==> config.mk <==
export PLATFORM = sky130hd
export DESIGN_NAME = imem_loader
export DESIGN_NICKNAME = d
export VERILOG_FILES = /design/src/rtl/imem_loader_pkg.sv /design/src/rtl/imem_loader_word_packer.sv /design/src/rtl/imem_loader.sv
export SDC_FILE = /design/constraint.sdc
export NUM_CORES = 1
export LEC_CHECK = 0
export ABC_AREA = 1
export BUFFER_PORTS_ARGS = -buffer_cell sky130_fd_sc_hd__buf_2
export CAP_MARGIN = 30
export CELL_PAD_IN_SITES_DETAIL_PLACEMENT = 1
export CELL_PAD_IN_SITES_GLOBAL_PLACEMENT = 1
export CORE_MARGIN = 5
export CORE_UTILIZATION = 39
export CTS_CLUSTER_SIZE = 30
export DETAILED_ROUTE_END_ITERATION = 8
export HOLD_SLACK_MARGIN = 0.05
export PLACE_DENSITY = 0.81
export SYNTH_ARGS = -nofsm -noshare
export SYNTH_HDL_FRONTEND = slang
export SYNTH_SLANG_ARGS = --single-unit
==> constraint.sdc <==
create_clock -name clk -period 2 [get_ports clk]
set_input_delay 0.6 -clock clk [delete_from_list [all_inputs] [get_ports clk]]
set_output_delay 0.6 -clock clk [all_outputs]
set_load 0.02 [all_outputs]
==> src/rtl/imem_loader_pkg.sv <==
// -----------------------------------------------------------------------------
// imem_loader_pkg
// Shared types and constants for the instruction-memory boot loader.
//
// Contents:
//   WORD_BYTES      bytes per instruction word (4)
//   loader_state_t  loader FSM state encoding
//   word_byte_addr  word index -> word-aligned byte address
//
// Build option:
//   IMEM_LOADER_CHECKSUM_EN  adds the S_CSUM state (trailing XOR checksum byte)
// -----------------------------------------------------------------------------
package imem_loader_pkg;

    localparam int WORD_BYTES = 4;

`ifdef IMEM_LOADER_CHECKSUM_EN
    typedef enum logic [2:0] {
        S_LEN  = 3'd0,
        S_DATA = 3'd1,
        S_CSUM = 3'd2,
        S_DONE = 3'd3,
        S_ERR  = 3'd4
    } loader_state_t;
`else
    typedef enum logic [2:0] {
        S_LEN  = 3'd0,
        S_DATA = 3'd1,
        S_DONE = 3'd3,
        S_ERR  = 3'd4
    } loader_state_t;
`endif

    // Byte address of a word: index * 4, zero-extended to 32 bits.
    function automatic logic [31:0] word_byte_addr(input logic [7:0] idx);
        return {22'd0, idx, 2'b00};
    endfunction

endpackage

==> src/rtl/imem_loader_word_packer.sv <==
// -----------------------------------------------------------------------------
// word_packer
// Assembles a byte stream into 32-bit little-endian words. The first byte of a
// word lands in bits 7:0, the last in bits 31:24.
//
// Ports:
//   clk           system clock, rising edge
//   reset         synchronous active-high reset
//   clear_i       synchronous clear of byte counter and shift register
//   byte_i        incoming byte
//   byte_valid_i  byte_i is consumed this cycle
//   word_ready_o  high in the cycle the final byte of a word is consumed
//   word_o        assembled word, valid while word_ready_o is high
// -----------------------------------------------------------------------------
module word_packer
    import imem_loader_pkg::*;
(
    input  logic        clk,
    input  logic        reset,
    input  logic        clear_i,
    input  logic [7:0]  byte_i,
    input  logic        byte_valid_i,
    output logic        word_ready_o,
    output logic [31:0] word_o
);

    localparam int IDX_W   = $clog2(WORD_BYTES);
    localparam int SHIFT_W = 8 * (WORD_BYTES - 1);
    localparam logic [IDX_W-1:0] LAST_IDX = IDX_W'(WORD_BYTES - 1);

    logic [IDX_W-1:0]   byte_index_q;
    logic [IDX_W-1:0]   byte_index_d;
    logic [SHIFT_W-1:0] shift_q;
    logic [SHIFT_W-1:0] shift_d;

    // The final byte bypasses the shift register so the word is complete in
    // the same cycle it is accepted.
    assign word_ready_o = byte_valid_i & ~clear_i & (byte_index_q == LAST_IDX);
    assign word_o       = {byte_i, shift_q};

    // Next-state for byte counter and shift register.
    always_comb begin
        byte_index_d = byte_index_q;
        shift_d      = shift_q;
        if (clear_i) begin
            byte_index_d = '0;
            shift_d      = '0;
        end else if (byte_valid_i) begin
            shift_d = {byte_i, shift_q[SHIFT_W-1:8]};
            if (byte_index_q == LAST_IDX) begin
                byte_index_d = '0;
            end else begin
                byte_index_d = byte_index_q + IDX_W'(1);
            end
        end else begin
            byte_index_d = byte_index_q;
            shift_d      = shift_q;
        end
    end

    // Packer state registers.
    always_ff @(posedge clk) begin
        if (reset) begin
            byte_index_q <= '0;
            shift_q      <= '0;
        end else begin
            byte_index_q <= byte_index_d;
            shift_q      <= shift_d;
        end
    end

endmodule

==> src/rtl/imem_loader.sv <==
// -----------------------------------------------------------------------------
// imem_loader
// Boot loader: receives a byte stream (word count, then little-endian words,
// optionally a trailing XOR checksum byte) and writes it into instruction
// memory while holding the CPU in reset.
//
// Parameters:
//   IMEM_WORDS  instruction memory depth in 32-bit words (power of two, 2..256)
//
// Ports:
//   clk         system clock, rising edge
//   reset       synchronous active-high reset
//   rx_data     incoming byte
//   rx_valid    rx_data valid
//   rx_ready    byte accepted when rx_valid & rx_ready at a clk edge
//   imem_we     one-cycle instruction-memory write strobe
//   imem_addr   word-aligned byte address (word_index * 4)
//   imem_wdata  instruction word to write
//   cpu_hold    holds the CPU in reset while high
//   done        image fully loaded
//   error       load aborted (length too large or checksum mismatch)
//
// Build option:
//   IMEM_LOADER_CHECKSUM_EN  expect one checksum byte (XOR of all data bytes)
//                            after the last word; mismatch ends in S_ERR.
//                            Words already written are not rolled back.
// -----------------------------------------------------------------------------
module imem_loader
    import imem_loader_pkg::*;
#(
    parameter int IMEM_WORDS = 32
)
(
    input  logic        clk,
    input  logic        reset,
    input  logic [7:0]  rx_data,
    input  logic        rx_valid,
    output logic        rx_ready,
    output logic        imem_we,
    output logic [31:0] imem_addr,
    output logic [31:0] imem_wdata,
    output logic        cpu_hold,
    output logic        done,
    output logic        error
);

    // Nine bits so that a depth of 256 is representable in the length check.
    localparam logic [8:0] MAX_WORDS = 9'(IMEM_WORDS);

    loader_state_t state_q;
    loader_state_t state_d;
    logic [7:0]    word_count_q;
    logic [7:0]    word_count_d;
    logic [7:0]    word_index_q;
    logic [7:0]    word_index_d;
    logic          imem_we_q;
    logic          imem_we_d;
    logic [31:0]   imem_addr_q;
    logic [31:0]   imem_addr_d;
    logic [31:0]   imem_wdata_q;
    logic [31:0]   imem_wdata_d;
    logic          rx_ready_q;
    logic          rx_ready_d;
    logic          cpu_hold_q;
    logic          cpu_hold_d;
    logic          done_q;
    logic          done_d;
    logic          error_q;
    logic          error_d;
`ifdef IMEM_LOADER_CHECKSUM_EN
    logic [7:0]    csum_q;
    logic [7:0]    csum_d;
`endif

    logic          accept_s;
    logic          pack_valid_s;
    logic          pack_clear_s;
    logic          word_ready_s;
    logic [31:0]   packed_word_s;

    assign accept_s     = rx_valid & rx_ready_q;
    assign pack_valid_s = accept_s & (state_q == S_DATA);
    // Start every image with an empty packer, whatever came before.
    assign pack_clear_s = accept_s & (state_q == S_LEN);

    word_packer u_word_packer (
        .clk          (clk),
        .reset        (reset),
        .clear_i      (pack_clear_s),
        .byte_i       (rx_data),
        .byte_valid_i (pack_valid_s),
        .word_ready_o (word_ready_s),
        .word_o       (packed_word_s)
    );

    // Next-state and next-output computation for the loader FSM.
    always_comb begin
        state_d      = state_q;
        word_count_d = word_count_q;
        word_index_d = word_index_q;
        imem_we_d    = 1'b0;
        imem_addr_d  = imem_addr_q;
        imem_wdata_d = imem_wdata_q;
`ifdef IMEM_LOADER_CHECKSUM_EN
        csum_d       = csum_q;
`endif
        case (state_q)
            S_LEN: begin
                if (accept_s) begin
                    if (rx_data == 8'd0) begin
                        state_d = S_DONE;
                    end else if ({1'b0, rx_data} > MAX_WORDS) begin
                        state_d = S_ERR;
                    end else begin
                        state_d      = S_DATA;
                        word_count_d = rx_data;
                        word_index_d = 8'd0;
                    end
                end else begin
                    state_d = S_LEN;
                end
            end
            S_DATA: begin
                if (pack_valid_s) begin
`ifdef IMEM_LOADER_CHECKSUM_EN
                    csum_d = csum_q ^ rx_data;
`endif
                    if (word_ready_s) begin
                        imem_we_d    = 1'b1;
                        imem_addr_d  = word_byte_addr(word_index_q);
                        imem_wdata_d = packed_word_s;
                        word_index_d = word_index_q + 8'd1;
                        if (word_index_q == word_count_q - 8'd1) begin
`ifdef IMEM_LOADER_CHECKSUM_EN
                            state_d = S_CSUM;
`else
                            state_d = S_DONE;
`endif
                        end else begin
                            state_d = S_DATA;
                        end
                    end else begin
                        state_d = S_DATA;
                    end
                end else begin
                    state_d = S_DATA;
                end
            end
`ifdef IMEM_LOADER_CHECKSUM_EN
            S_CSUM: begin
                if (accept_s) begin
                    if (rx_data == csum_q) begin
                        state_d = S_DONE;
                    end else begin
                        state_d = S_ERR;
                    end
                end else begin
                    state_d = S_CSUM;
                end
            end
`endif
            S_DONE: begin
                state_d = S_DONE;
            end
            S_ERR: begin
                state_d = S_ERR;
            end
            default: begin
                // Unreachable encoding: fail safe, keep the CPU held.
                state_d = S_ERR;
            end
        endcase

        // Status outputs follow the next state so they are registered.
        rx_ready_d = (state_d == S_LEN) || (state_d == S_DATA)
`ifdef IMEM_LOADER_CHECKSUM_EN
                     || (state_d == S_CSUM)
`endif
                     ;
        cpu_hold_d = (state_d != S_DONE);
        done_d     = (state_d == S_DONE);
        error_d    = (state_d == S_ERR);
    end

    // Loader FSM state, counters and registered outputs; reset wins over a
    // write completing in the same cycle.
    always_ff @(posedge clk) begin
        if (reset) begin
            state_q      <= S_LEN;
            word_count_q <= 8'd0;
            word_index_q <= 8'd0;
            imem_we_q    <= 1'b0;
            imem_addr_q  <= 32'd0;
            imem_wdata_q <= 32'd0;
            rx_ready_q   <= 1'b1;
            cpu_hold_q   <= 1'b1;
            done_q       <= 1'b0;
            error_q      <= 1'b0;
`ifdef IMEM_LOADER_CHECKSUM_EN
            csum_q       <= 8'd0;
`endif
        end else begin
            state_q      <= state_d;
            word_count_q <= word_count_d;
            word_index_q <= word_index_d;
            imem_we_q    <= imem_we_d;
            imem_addr_q  <= imem_addr_d;
            imem_wdata_q <= imem_wdata_d;
            rx_ready_q   <= rx_ready_d;
            cpu_hold_q   <= cpu_hold_d;
            done_q       <= done_d;
            error_q      <= error_d;
`ifdef IMEM_LOADER_CHECKSUM_EN
            csum_q       <= csum_d;
`endif
        end
    end

    assign rx_ready   = rx_ready_q;
    assign imem_we    = imem_we_q;
    assign imem_addr  = imem_addr_q;
    assign imem_wdata = imem_wdata_q;
    assign cpu_hold   = cpu_hold_q;
    assign done       = done_q;
    assign error      = error_q;

endmodule

# After elaboration in Yosys (flattened, before gate mapping)
# Index checks and enable logic that the tools add are counted.
# Widths: inputs -> output; s select.
[op_classes]
n_addsub = 3
magnitude_cmp = 1
n_eq_ne = 13
mux = 15
n_bitwise = 10
n_reduce_logical = 10
[ops]
columns = ["op", "count"]
rows = [
  ["$mux 8", 5],
  ["$pmux 8 s2", 1],
  ["$mux 3", 5],
  ["$pmux 3 s3", 1],
  ["$add 8x1->8 const B", 1],
  ["$eq 8x8->1", 1],
  ["$gt 8x6->1 const B", 1],
  ["$logic_not 8->1", 1],
  ["$sub 8x1->8 const B", 1],
  ["$eq 3x1->1 const B", 2],
  ["$eq 3x2->1 const B", 2],
  ["$logic_not 3->1", 2],
  ["$ne 2x2->1 const B", 3],
  ["$reduce_and 6->1", 1],
  ["$and 1x1->1", 5],
  ["$not 1->1", 5],
  ["$mux 2", 2],
  ["$ne 2x1->1 const B", 2],
  ["$reduce_and 4->1", 1],
  ["$eq 3x3->1 const B", 1],
  ["$ne 3x2->1 const B", 1],
  ["$reduce_and 3->1", 1],
  ["$reduce_or 3->1", 1],
  ["$add 2x1->2 const B", 1],
  ["other kinds (5)", 5],
]
[word_totals]
register_bits = 90
wordCells = 64

# Longest topological paths before layout
# Gate-level depths: netlist (run 1).
[logic_depth]
ltp_word = 10
depth_mapped = 15

# Cells and area by module
# Synthesis (run 1) repeated with hierarchy kept, for this count alone.
[unflattened]
hier_cells = 578
hier_area_um2 = 4129.0
[modules_own_cells]
columns = ["mod", "instances", "cells_per_inst", "area_per_inst_um2"]
rows = [
  ["imem_loader", 1, 402, 2965.3],
  ["word_packer", 1, 176, 1163.6],
]

# Worst setup path after synthesis (run 1)
# OpenSTA, ideal clock, no wires.
[synth_timing]
path_kind = "in2reg"
from = "input rx_data[2]"
to = "register word_index_q[2]"
t_arrival_ns = 1.510
setup_slack_ns = 0.372
cell_stages = 9
path_buffers = 0
cell_sequence = "nor2_1 nand4_1 a21boi_2 nand2_2 nor2_4 inv_4 nand2_2 or2_1 a21oi_1"
[synth_between]
elab_chain_len = 3
[synth_rtl]
columns = ["element", "line", "rtl"]
rows = [
  ["start: declaration", "imem_loader.sv:36", "input logic [7:0] rx_data,"],
  ["$gt 8x6->1 / $logic_not 8->1 (equally long branches)", "imem_loader.sv:112, imem_loader.sv:110", ""],
  ["$ne 2x2->1 (no source line)", "--", ""],
  ["$reduce_and 6->1 (no source line) *", "--", ""],
  ["end signal: assignment", "imem_loader.sv:205", "word_index_q <= word_index_d;"],
  ["end: declaration", "imem_loader.sv:54", "logic [7:0] word_index_q;"],
]
# Mark *: on every way between the ends. The rest lies on a longest branch, timed or not.
# A chain may end at the register's enable or synchronous reset.

# Worst setup path after layout (run 1)
[layout_timing]
from = "register word_count_q[1]"
to = "register cpu_hold_q, in the netlist cpu_hold"
[layout_between]
elab_chain_len = 7
[layout_rtl]
columns = ["element", "line", "rtl"]
rows = [
  ["start: declaration", "imem_loader.sv:52", "logic [7:0] word_count_q;"],
  ["start signal: assignment", "imem_loader.sv:204", "word_count_q <= word_count_d;"],
  ["$sub 8x1->8", "imem_loader.sv:133", "if (word_index_q == word_count_q - 8'd1) begin"],
  ["$eq 8x8->1", "imem_loader.sv:133", ""],
  ["$mux 2", "imem_loader.sv:133", ""],
  ["$mux 3", "imem_loader.sv:128", "if (word_ready_s) begin"],
  ["$mux 3", "imem_loader.sv:124", "if (pack_valid_s) begin"],
  ["$pmux 3 s3", "imem_loader.sv:107", "case (state_q)"],
  ["$ne 3x2->1", "imem_loader.sv:180", "cpu_hold_d = (state_d != S_DONE);"],
  ["end signal: assignment", "imem_loader.sv:210", "cpu_hold_q <= cpu_hold_d;"],
  ["end: declaration", "imem_loader.sv:64", "logic cpu_hold_q;"],
]
# No other way between the ends.

==> impl_metrics.tcl, run 1 <==
set metrics [dict create \
    outcome "complete, no violations" \
    gp_congestion 0.800 \
    async_reset_ff_share_pct 0 \
    cts-buffers-inserted 9 \
    htreeDepth 3 \
    regArea_um2 1800 \
    finalCriticalPeriod_ps 1850 \
    postSynthCellCount 485 \
    holdBufCountCts 0 \
    cts_root_buffer "clkbuf_8" \
    path_buf_inv 2 \
    path_clk_slew_ps 90 \
    dr.first_iter.drc_count 164 \
    clkLatencyLatePin_ps 360 \
    finalMaxSlewViolations 0 \
    synth_top_family_by_area "simple AND/OR/NAND/NOR gates" \
    num_vias 3309 \
    clockBufferDepth 2 \
    syn2layout_area_growth_pct 16.5 \
    drc 0 \
    ys.warnings.count 0 \
    cts_sinks 90 \
    syn-cell-area_um2 3780 \
    worstPathArrival_ps 2110 \
    multi_input_area_um2 1570 \
    synth_largest_area_cell "dfxtp_1" \
    first_global_vias 3472 \
    crit_path_top_delay_cell "dfxtp_1" \
    hold_violations 0 \
    die_w_um 108 \
    path_common_cell "nand2_1" \
    synth_simple_gate_area_share_pct 20.5 \
    critPathMaxFanout 3 \
    fmax_ghz 0.540 \
    max_cap_viol_count 0 \
    io_pins 80 \
    yosys_most_used_dff "dfxtp_1" \
    core_um2 9590 \
    dp.cells 664 \
    leakage_uw 0.00200 \
    crit_chain "inv_1, ha_4, xor2_1, nand2_1, nor2_1, nand2_1, nor2_1, nand2_1, nand2_1, nand2_1, a21oi_2, inv_1" \
    synthMuxAreaShare_pct 0 \
    synth_edf_count 0 \
    startpoint_type "flop" \
    wl_per_cell_um 14.8 \
    portBuffers 55 \
    fin_area_um2 4410 \
    synthDistinctLibCells 31 \
    grt_pass1_wl_um 16800 \
    post-route-period-util_pct 92.6 \
    fin_skew_ps 12.2 \
    antennaDiodeCount 0 \
    instances_no_fill 679 \
    grt-ovfl-total 0 \
    yosysSeqAreaShare_pct 47.6 \
    place_area_um2 4180 \
    ys_top_cells_by_area "dfxtp_1, o21ai_0, nand2_1, inv_1, nor2_1" \
    critPathMaxStageDelay_ps 410 \
    antenna_found_initial 0 \
    setup_viol 0 \
    dieArea_um2 11800 \
    drive_gt1_share_pct 19.4 \
    fin_nets 556 \
    ant_nets 0 \
    routed_wl_um 10100 \
    start_util_pct 39.4 \
    grt_setup_unrepaired "no" \
    ys_ff_latch 90 \
    synthXorXnorAreaFrac_pct 1.85 \
    vdd_drop_max_mv 0.459 \
    yosysMostFrequentCell "dfxtp_1" \
    synth_top_cell_area_share_pct 47.6 \
    placementRows 36 \
    worst_pin_slew_ps 563 \
    crit_family "simple AND/OR/NAND/NOR gates" \
    cts_tree "yes" \
    slew_headroom_pct 62.4 \
    grt_max_degree 32 \
    viasPerCell 4.87 \
    p_per_area_nw_per_um2 790 \
    required_ps 2260 \
    crit_path_end_kind "flop" \
    hpwl_um 7380 \
    hp-class "reg2reg" \
    yosys.area_share.adder_pct 0.992 \
    die_y_um 108 \
    gr-usage-all-layers_pct 18.0 \
    netlist_top_cells_count "dfxtp_1, nand2_1, inv_1, nor2_1, o21ai_0" \
    avgSynthCellArea_um2 7.80 \
    filler_cell_count 1219 \
    firstDrtPassIters 4 \
    critPathKind "reg2reg" \
    synth_compound_area_share_pct 15.5 \
]
[through the flow]
stage | power (uW) | hold slack, ps | TNS, ps | utilization (%) | setup WS (ps)
2_1_floorplan | 2090 | 429 | 0 | - | 372
3_3_place_gp | 2130 | 445 | 0 | 43.5 | 3.33
3_5_place_dp | 2140 | 447 | -80.1 | 43.5 | -37.3
4_1_cts | 3500 | 463 | 0 | 45.8 | 131
5_1_grt | 3610 | 484 | 0 | 45.9 | 10.5
6_report | 3480 | 464 | 0 | 45.9 | 149
[flip-flops by register name (all words and copies together), names as in the netlist, 2 cells and up]
signal / count
imem_addr: 8
imem_wdata: 32
state_q: 3
u_word_packer.byte_index_q: 2
u_word_packer.shift_q: 24
word_count_q: 8
word_index_q: 8
[kinds of logic after synthesis]
family | count (synthesis)
buffers and inverters | 108
flip-flops | 90
adder cells (fa/ha/maj) | 3
other | 1
AO/OA/AOI/OAI | 101
AND/OR/NAND/NOR | 174
XOR/XNOR | 8
[final timing paths]
check	endpoint	start	depth (start not counted)	slack [ps]
setup / recovery	cpu_hold	word_count_q[1]	12	150
hold / removal	imem_wdata[3]	u_word_packer.shift_q[3]	2	460
setup reg to reg	cpu_hold	word_count_q[1]	12	150
hold reg to reg	imem_wdata[3]	u_word_packer.shift_q[3]	2	460
[cell usage in the layout (no fill, tap or decap), types with 2 or more instances in the layout]
master / count
buf_4: 10
nor2_1: 56
buf_12: 3
bufinv_16: 2
dfxtp_1: 90
a21oi_1: 29
nand2_1: 57
o21ai_0: 43
ha_1: 2
a211oi_1: 25
inv_2: 5
buf_2: 55
nand4_1: 4
inv_1: 56
xor2_1: 6
nor2_4: 2
nand3_1: 41
nand2_2: 4
clkbuf_8: 10
nor2_2: 6
xnor2_1: 2
conb_1: 24
[routing by layer]
metal / GRT usage (%) / wire length, um / up-vias
li1: - / - / 1645
met1: 21.6 / 4380 / 1608
met2: 32.2 / 5230 / 44
met3: 3.40 / 337 / 12
met4: 6.31 / 117 / 0
met5: 0 / 0 / -
[worst min-delay path: cells and delay by family, from the launching register on]
kind | cells | cell delay (ps)
DFF | 1 | 310
buffers and inverters | 1 | 60
AOI/OAI and AO/OA | 1 | 60
[cell type report]
type / count / area share [%]
flip-flops and latches: 90 / 40.9
multi-input cells: 310 / 35.7
repair buffers: 68 / 9.31
inverters: 63 / 5.42
well taps: 133 / 3.78
clock buffers: 11 / 3.21
clock inverters: 4 / 1.73
[where the power goes]
| part | internal (uW) | switching [uW] |
|---|---|---|
| logic | 79.3 | 200 |
| clock network | 734 | 644 |
| registers | 1810 | 14.9 |
[timing repair]
item                       CTS  global route
gates resized for setup      0             2
setup buffers                0             0
setup endpoints to repair    0             3
No activity file was read; power rests on OpenSTA's default activity.
==> inputs of run 2 (changes only) <==
--- a/config.mk
+++ b/config.mk
@@ -18,4 +18,5 @@
 export PLACE_DENSITY = 0.81
 export SYNTH_ARGS = -nofsm -noshare
 export SYNTH_HDL_FRONTEND = slang
+export SYNTH_HIERARCHICAL = 1
 export SYNTH_SLANG_ARGS = --single-unit
==> run 2 against run 1 <==
Against the previous run: sequential share of layout area shrank 2.1 points; synthesized cell count grew 19%; wire length grew 6.6%; clock power grew 3%; final area grew 5.6%; sequential power is essentially flat; via count grew 8.9%; utilization shrank 0.86 points; critical path depth grew 4; register-to-register slack lost 40 ps; critical endpoint unchanged.
==> impl_metrics.tcl, run 2 <==
set metrics [dict create \
    outcome "complete, no violations" \
    path_common_cell "nand2_1" \
    p_per_area_nw_per_um2 768 \
    fin_area_um2 4650 \
    max_cap_viol_count 0 \
    r2r_end "cpu_hold" \
    ys.warnings.count 6 \
    grt_max_degree 53 \
    whs_ps 483 \
    postSynthCellCount 578 \
    critPathMaxFanout 3 \
    cts-buffers-inserted 9 \
    cts_sinks 90 \
    die_w_um 113 \
    gp_congestion 0.856 \
    clkLatencyLatePin_ps 370 \
    first_global_vias 3757 \
    post-route-period-util_pct 94.3 \
    instances_no_fill 766 \
    filler_cell_count 1347 \
    netlist_top_cells_count "nor2_1, nand2_1, dfxtp_1" \
    synth_largest_area_cell "dfxtp_1" \
    viasPerCell 4.71 \
    routed_wl_um 10700 \
    num_vias 3605 \
    synthDistinctLibCells 32 \
    path_clk_slew_ps 100 \
    grt_pass1_wl_um 18000 \
    placementRows 37 \
    r2r_slack_ps 110 \
    critPathMaxStageDelay_ps 340 \
    hold_violations 0 \
    clockBufferDepth 2 \
    place_area_um2 4410 \
    worst_pin_slew_ps 500 \
    vdd_drop_max_mv 0.322 \
    min_from "u_word_packer/shift_q[7]" \
    cts_root_buffer "clkbuf_8" \
    portBuffers 55 \
    drive_gt1_share_pct 18.6 \
    ys_ff_latch 90 \
    dp_worst_setup_slack_ps -118 \
    setup_viol 0 \
    path_buf_inv 2 \
    yosysSeqAreaShare_pct 43.6 \
    io_pins 80 \
    cts_tree "yes" \
    required_ps 2250 \
    fmax_ghz 0.530 \
    dp.cells 748 \
    ant_nets 0 \
    worstPathArrival_ps 2140 \
    ys_top_cells_by_area "dfxtp_1, nor2_1, nand2_1, buf_4, o21ai_0" \
    fin_skew_ps 13.8 \
    synth_edf_count 0 \
    syn-cell-area_um2 4130 \
    antennaDiodeCount 0 \
    gr-usage-all-layers_pct 17.4 \
    yosysMostFrequentCell "nor2_1" \
    drc 0 \
    crit_path_top_delay_cell "dfxtp_1" \
    core_um2 10300 \
    critPathKind "reg2reg" \
    antenna_found_initial 0 \
    crit_path_end_kind "flop" \
    crit_family "simple AND/OR/NAND/NOR gates" \
    path_depth 16 \
    async_reset_ff_share_pct 0 \
    yosys_most_used_dff "dfxtp_1" \
    avgSynthCellArea_um2 7.14 \
    fin_nets 639 \
    wl_per_cell_um 14.0 \
    holdBufCountCts 0 \
    cp-endpoint "cpu_hold" \
    dieArea_um2 12700 \
    syn2layout_area_growth_pct 12.7 \
    finalCriticalPeriod_ps 1890 \
    firstDrtPassIters 4 \
    start_util_pct 40.0 \
    grt-ovfl-total 0 \
    startpoint "state_q[2]" \
    finalMaxSlewViolations 0 \
    timing.final.ws_setup_ps 113 \
    hpwl_um 7840 \
    slew_headroom_pct 66.6 \
    die_y_um 113 \
    final_cell_mix "nor2_1, nand2_1, dfxtp_1" \
    largest_reg_flops 32 \
    final_common_cell "nor2_1" \
    rr_worst_depth 16 \
    r2r-start "state_q[2]" \
    crit_chain "inv_1, nand2_2, nor2_4, nand2_1, inv_1, nand2_1, nor2_1, nand3_2, nor2_1, nand2_1, nor2_2, nand3_1, nand2_1, nand2_1, nand2_1, nand2_2" \
    hp-class "reg2reg" \
    htreeDepth 3 \
    synth_top_cell_area_share_pct 43.6 \
    dr.first_iter.drc_count 139 \
    leakage_uw 0.00208 \
    startpoint_type "flop" \
]
-- run 2: layout make-up --
type	count	area, um^2	area share [%]
sequential	90	1800	38.7
tap	136	170	3.66
inverter	61	236	5.08
clock inverter	7	103	2.20
multi-input combinational	395	1790	38.6
clock buffer	9	124	2.66
timing repair buffer	68	423	9.09
-- run 2: metal layers --
metal	share of wire [%]	track usage, %	up-vias	routed length, um
met1	42	19.8	1738	4530
met5	0	0	-	0
met4	1.9	6.81	0	204
li1	-	-	1805	-
met2	54	32.1	43	5760
met3	2.2	2.89	19	233
-- run 2: how the worst min path moves through the flow --
stage	end	slack, ps	depth (start not counted)
final	u_word_packer/shift_q[7]	480	2
after global routing	word_count_q[7]	500	2
after CTS	u_word_packer/shift_q[7]	490	2
after detailed placement	word_count_q[7]	460	2
after global placement	word_count_q[7]	450	2
after floorplan	word_count_q[7]	430	2
-- run 2: through the flow --
step | TNS (ps) | util, % | total power [uW]
2_1_floorplan | 0 | - | 2150
3_3_place_gp | -9.79 | 42.7 | 2190
3_5_place_dp | -688 | 42.7 | 2200
4_1_cts | 0 | 44.9 | 3610
5_1_grt | -5.65 | 45.1 | 3740
6_report | 0 | 45.1 | 3570
-- run 2: where the power goes --
part | internal, uW | leakage (uW) | total (uW) | switching (uW)
combinational | 105 | 0.00124 | 335 | 230
clock | 715 | 0.000110 | 1420 | 703
sequential | 1810 | 0.000726 | 1820 | 13.5
-- run 2: what timing repair did --
action | CTS | global route
endpoints found under the hold margin | 0 | 0
setup endpoints to repair | 0 | 26
buffers inserted | 0 | 2
gates resized for setup | 0 | 1
-- run 2: worst min-delay path, cell delays in order, from the launching register on --
cell and delay (ps):
dfxtp_1 330, nor2_1 80, nor2_1 50
-- run 2: kinds of logic (layout without fill, tap and decap cells) --
| logic type | after synthesis | after routing | synth area share (%) |
|---|---|---|---|
| buf+inv | 116 | 145 | 15.0 |
| xor+xnor | 5 | 5 | 1.06 |
| simple gates | 294 | 294 | 30.8 |
| compound gates | 69 | 69 | 8.45 |
| fa+ha+maj | 3 | 3 | 0.909 |
| other cells | 1 | 24 | 0.0908 |
| flops | 90 | 90 | 43.6 |
